`src/rtl/ttl_addressable_latch_if.sv`:
```
// -----------------------------------------------------------------------------
// ttl_addressable_latch_if
//
// Purpose : Bundles the per-channel control, address, data and output signals
//           of ttl_addressable_latch so the board model can pass one handle
//           around instead of a fistful of vectors.
//
// Parameters
//   ADDR_WIDTH : address bits per channel (1..6); OUTS = 2**ADDR_WIDTH
//   CHANNELS   : number of independent channels
//
// Signals
//   nG   [CHANNELS]            active-low enable, one per channel
//   nCLR [CHANNELS]            active-low clear / mode select, one per channel
//   D    [CHANNELS]            data bit, one per channel
//   A    [CHANNELS*ADDR_WIDTH] channel c address = A[c*ADDR_WIDTH +: ADDR_WIDTH]
//   Q    [CHANNELS*OUTS]       latched outputs, channel c = Q[c*OUTS +: OUTS]
//   CHG  [CHANNELS]            one-cycle change strobe (ADDR_LATCH_CHANGE_EN only)
//
// Modports
//   master : drives nG/nCLR/D/A, observes Q (and CHG)
//   slave  : the latch itself; observes nG/nCLR/D/A, drives Q (and CHG)
//
// Configuration macro: ADDR_LATCH_CHANGE_EN adds the CHG signal.
// -----------------------------------------------------------------------------
interface ttl_addressable_latch_if #(
   parameter int ADDR_WIDTH = 3,
   parameter int CHANNELS   = 1
);

   localparam int OUTS = 1 << ADDR_WIDTH;

   logic [CHANNELS-1:0]            nG;
   logic [CHANNELS-1:0]            nCLR;
   logic [CHANNELS-1:0]            D;
   logic [CHANNELS*ADDR_WIDTH-1:0] A;
   logic [CHANNELS*OUTS-1:0]       Q;

`ifdef ADDR_LATCH_CHANGE_EN
   logic [CHANNELS-1:0]            CHG;

   modport master (
      output nG, nCLR, D, A,
      input  Q, CHG
   );

   modport slave (
      input  nG, nCLR, D, A,
      output Q, CHG
   );
`else
   modport master (
      output nG, nCLR, D, A,
      input  Q
   );

   modport slave (
      input  nG, nCLR, D, A,
      output Q
   );
`endif

endinterface : ttl_addressable_latch_if

```
`src/rtl/ttl_addressable_latch.sv`:
```
// -----------------------------------------------------------------------------
// ttl_addressable_latch
//
// Purpose : Clocked, parametrised 74LS259-style addressable latch. Each channel
//           decodes its address onto OUTS = 2**ADDR_WIDTH outputs and applies
//           one of four storage modes selected by {nCLR, nG}:
//             nCLR nG
//               1   0  ADDRESSABLE LATCH : Q[A] <= D, other bits hold
//               1   1  MEMORY            : all bits hold
//               0   0  DEMUX             : Q[A] <= D, other bits <= 0
//               0   1  CLEAR             : all bits <= 0
//           Channels are fully independent; outputs are registered, one clock
//           of latency, no combinational path from inputs to Q.
//
// Parameters
//   ADDR_WIDTH : address bits per channel, legal range 1..6
//   CHANNELS   : number of independent channels
//
// Ports
//   clk : system clock, all state changes on its rising edge
//   rst : synchronous active-high reset, clears Q (and CHG), overrides modes
//   bus : ttl_addressable_latch_if.slave (nG, nCLR, D, A in; Q, CHG out)
//
// Configuration macro: ADDR_LATCH_CHANGE_EN
//   Defined   : CHG[c] pulses for exactly the cycle in which channel c's Q
//               differs from its value in the previous cycle. Never raised by
//               the reset edge.
//   Undefined : CHG and its register are absent; Q behaviour is identical.
// -----------------------------------------------------------------------------
module ttl_addressable_latch #(
   parameter int ADDR_WIDTH = 3,
   parameter int CHANNELS   = 1
) (
   input  logic                    clk,
   input  logic                    rst,
   ttl_addressable_latch_if.slave  bus
);

   localparam int OUTS = 1 << ADDR_WIDTH;

   // Encoding is literally {nCLR, nG}, so the mode is a cast of the two pins.
   typedef enum logic [1:0] {
      MODE_DEMUX  = 2'b00,
      MODE_CLEAR  = 2'b01,
      MODE_LATCH  = 2'b10,
      MODE_MEMORY = 2'b11
   } latchModeT;

   logic [CHANNELS-1:0][OUTS-1:0]       qReg;
   logic [CHANNELS-1:0][OUTS-1:0]       qNext;
   logic [CHANNELS-1:0][ADDR_WIDTH-1:0] chAddr;
   latchModeT                           chMode [CHANNELS];

   // The flat address bus already has channel c in bits [c*ADDR_WIDTH +:
   // ADDR_WIDTH], which is exactly the packed layout of chAddr.
   assign chAddr = bus.A;

   for (genvar c = 0; c < CHANNELS; c++) begin : g_mode
      assign chMode[c] = latchModeT'({bus.nCLR[c], bus.nG[c]});
   end

   // Next-state decode. Every address value selects a real output, so the
   // indexed write never falls outside the channel.
   // NOTE: qNext gets a full default before the case so no path leaves it
   // unassigned, which would otherwise infer a latch.
   always_comb begin
      qNext = qReg;
      for (int c = 0; c < CHANNELS; c++) begin
         unique case (chMode[c])
            MODE_LATCH: begin
               qNext[c][chAddr[c]] = bus.D[c];
            end
            MODE_MEMORY: begin
               qNext[c] = qReg[c];
            end
            MODE_DEMUX: begin
               qNext[c]            = '0;
               qNext[c][chAddr[c]] = bus.D[c];
            end
            MODE_CLEAR: begin
               qNext[c] = '0;
            end
            default: begin
               qNext[c] = qReg[c];
            end
         endcase
      end
   end

   // NOTE: state registers use non-blocking assignments so every flop samples
   // the pre-edge values regardless of process ordering.
   always_ff @(posedge clk) begin
      if (rst) begin
         qReg <= '0;
      end else begin
         qReg <= qNext;
      end
   end

   assign bus.Q = qReg;

`ifdef ADDR_LATCH_CHANGE_EN
   // The strobe is registered on the same edge as Q, so it is high exactly
   // while the new Q value is visible. Comparing qNext with qReg means a
   // rewrite of an already-stored value (or a clear of a zero channel) does
   // not pulse.
   logic [CHANNELS-1:0] chgReg;

   always_ff @(posedge clk) begin
      if (rst) begin
         chgReg <= '0;
      end else begin
         for (int c = 0; c < CHANNELS; c++) begin
            chgReg[c] <= (qNext[c] != qReg[c]);
         end
      end
   end

   assign bus.CHG = chgReg;
`endif

endmodule : ttl_addressable_latch
```
`src/flat_wrapper.sv`:
```
// flat-port wrapper written by rule: the top's interface ports become plain ports
module ttl_addressable_latch_flat 
#(
   parameter int ADDR_WIDTH = 3,
   parameter int CHANNELS   = 1
)
  (clk, rst, bus_nG, bus_nCLR, bus_D, bus_A, bus_Q);
  ttl_addressable_latch_if #(.ADDR_WIDTH(ADDR_WIDTH), .CHANNELS(CHANNELS)) bus_i ();
  input  logic clk;
  input  logic rst;
  input wire logic [$bits(bus_i.nG)-1:0] bus_nG;
  input wire logic [$bits(bus_i.nCLR)-1:0] bus_nCLR;
  input wire logic [$bits(bus_i.D)-1:0] bus_D;
  input wire logic [$bits(bus_i.A)-1:0] bus_A;
  output wire logic [$bits(bus_i.Q)-1:0] bus_Q;
  assign bus_i.nG = bus_nG;
  assign bus_i.nCLR = bus_nCLR;
  assign bus_i.D = bus_D;
  assign bus_i.A = bus_A;
  assign bus_Q = bus_i.Q;
  ttl_addressable_latch #(.ADDR_WIDTH(ADDR_WIDTH), .CHANNELS(CHANNELS)) u_core (.clk(clk), .rst(rst), .bus(bus_i));
endmodule
```
`config.mk`:
```
export PLATFORM = sky130hd
export DESIGN_NAME = ttl_addressable_latch_flat
export DESIGN_NICKNAME = d
export VERILOG_FILES = /design/src/rtl/ttl_addressable_latch_if.sv /design/src/rtl/ttl_addressable_latch.sv /design/src/flat_wrapper.sv
export SDC_FILE = /design/constraint.sdc
export NUM_CORES = 1
export LEC_CHECK = 0
export ABC_CLOCK_PERIOD_IN_PS = 1200
export BUFFER_PORTS_ARGS = -buffer_cell sky130_fd_sc_hd__clkbuf_2
export CORE_AREA = 10 10 47 49
export DETAILED_ROUTE_END_ITERATION = 8
export DIE_AREA = 0 0 57 59
export GPL_TIMING_DRIVEN = 0
export PLACE_DENSITY = 0.63
export SLEW_MARGIN = 20
export SYNTH_ARGS = -nofsm -noshare
export SYNTH_HDL_FRONTEND = slang
export SYNTH_SLANG_ARGS = --single-unit
export TNS_END_PERCENT = 10
```
`constraint.sdc`:
```
create_clock -name clk -period 1.2 [get_ports clk]
set_input_delay 0.18 -clock clk [delete_from_list [all_inputs] [get_ports clk]]
set_output_delay 0.18 -clock clk [all_outputs]
set_load 0.01 [all_outputs]
```
==> flow_metrics.py <==
metrics = {
    "sta": {
        "hold_viol": 0,
        "tightest_slew_ns": 0.330,
        "setup_viol": 0,
        "finalSetupTns_ns": 0,
        "drv_slew": 0,
        "max_freq_ghz": 1.12,
        "rsz0062_at_grt": "false",
        "fin_crit_ns": 0.890,
        "max-slew-margin-rel_pct": 77.7,
        "period_share_pct": 74.2,
        "skew_ns": 0,
    },
    "min_path": {
        "holdCritStartpoint": "rst",
        "hold_class": "in -> reg",
    },
    "route": {
        "drt_pass1_iterations": 4,
        "initialDrtViolationCount": 3,
        "drtAntennaViolNets": 0,
        "wl_per_cell_um": 13.6,
        "drc": 0,
        "vias_per_cell": 4.76,
        "routed_wl_um": 923,
        "vias": 324,
    },
    "clocking": {
        "clock_sinks": 8,
        "root_buffer": "clkbuf_4",
        "post_cts_resized": 0,
        "cts_tree": "built",
        "cts_setup_buffers": 0,
        "ctsHtreeMaxLevel": 1,
        "clk_path_buf_depth": 2,
        "cts_made_buffers": 3,
        "postCtsHoldBufs": 0,
        "insertion_delay_ns": 0.24,
        "clkTransAtPathRegs_ns": 0.05,
    },
    "placement": {
        "globalplace.congestion": 0.653,
        "port_buffers": 14,
        "dp.cells": 65,
    },
    "synth": {
        "synth.top_cell.area_share_pct": 40.6,
        "synth.distinct_cells": 11,
        "ys_ff_latch": 8,
        "yosysTopAreaCell": "dfxtp_1",
        "synth_fp_nets": 43,
        "ys_seq_area_share_pct": 40.6,
        "synth_area_leaders": "dfxtp_1, mux2i_1, nand3b_1",
        "yosys_warnings": 0,
        "netlist_area_um2": 394,
        "syn-instance-count": 35,
        "synth.avg_cell_area_um2": 11.3,
    },
    "grt": {
        "grt_pass1_vias": 354,
        "antenna_found_initial": 0,
        "grt_pass1_wl_mm": 1.48,
        "overflow": 0,
        "grt_max_degree": 10,
        "grt_use_total_pct": 5.75,
    },
    "finish": {
        "final_net_count": 62,
        "drive_gt1_share_pct": 36.5,
        "area_delta_synth_final_pct": 28.6,
        "antenna_cells": 0,
        "fin_cells": 68,
    },
    "power": {
        "ir_drop_mv": 0.613,
        "power.leakage_nw": 0.206,
        "powerDensity_nw_per_um2": 1050,
    },
    "status": {
        "status": "completed",
    },
    "critical_path": {
        "path_delay_family": "flip-flops",
        "crit_path_max_incr_delay_ns": 0.33,
        "arrival_ns": 0.71,
        "cp.buffers_inverters": 1,
        "cp.required_ns": 1.02,
        "cp-end-kind": "output port",
        "crit_slowest_cell": "dfxtp_1",
        "crit_type": "reg -> out",
        "critPathMaxFanout": 2,
        "worstPathCellList": "clkbuf_2",
        "crit_path_start_kind": "register",
    },
    "floorplanning": {
        "fp.dieW_um": 57,
        "core_area_um2": 1400,
        "die_height_um": 59,
        "pin_count": 16,
        "initial_core_util_pct": 28.1,
        "rows": 14,
        "dieArea_um2": 3360,
    },
    "job": {
        "cap_violations": 0,
    },
}
final timing paths:
kind                            slack (ns)  depth (start not counted)  endpoint
worst max-delay path                  0.31                          1  bus_Q[0]
worst min-delay path                  0.31                          3  register
worst max register to register        0.58                          2  register
worst min register to register        0.48                          2  register
stage by stage:
stage | power, mW | utilization [%] | area (µm²) | hold slack [ns] | setup slack (ns)
final | 0.532 | 36.2 | 507 | 0.314 | 0.310
after global routing | 0.564 | 36.2 | 507 | 0.313 | 0.256
after CTS | 0.547 | 36.2 | 507 | 0.302 | 0.291
after detailed placement | 0.338 | 34.6 | 484 | 0.476 | 0.206
after global placement | 0.338 | 34.6 | 484 | 0.473 | 0.181
after floorplan | 0.307 | - | 394 | 0.365 | 0.414
where the power goes:
group	total [mW]	switching, mW	leakage (nW)	internal (mW)
clock	0.200	0.0860	0.0138	0.114
sequential	0.271	0.00172	0.0646	0.270
combinational	0.0603	0.0322	0.127	0.0281
total	0.532	0.120	0.206	0.412
synthesized netlist by cell type (all sizes together):
master  instances
nor4            1
buf             1
and4bb          3
mux2i           8
nand4b          1
nand3b          8
dfxtp           8
nor4b           3
nand2b          1
clkbuf          1
kinds of logic after synthesis:
| family | share of synthesized area (%) |
|---|---|
| buffers and inverters | 2.22 |
| DFF | 40.6 |
| and+or+nand+nor | 36.8 |
| muxes | 20.3 |
cell usage in the layout, fill, tap and decap left out:
cell,Yosys,layout
nand3b_1,8,8
nor4_1,1,1
nor4b_1,3,3
mux2i_1,8,8
dfxtp_1,8,8
clkbuf_4,0,3
and4bb_2,1,1
clkbuf_2,1,15
buf_1,1,1
nand2b_1,1,1
and4bb_1,2,2
nand4b_1,1,1
metal layers:
metal	vias up	global-route usage, %	part of all wire (%)
li1	173	-	-
met3	2	2.36	4.6
met4	0	6.04	0.98
met5	-	0	0
met1	142	5.59	44
met2	7	8.84	50
layout make-up:
cell class,count,area [µm²]
fill,157,895
sequential,8,160
tap,16,20.0
clock buffer,3,22.5
buffer,2,8.76
multi-input combinational,25,225
timing repair buffer,14,70.1
(Power assumes the default switching activity.)
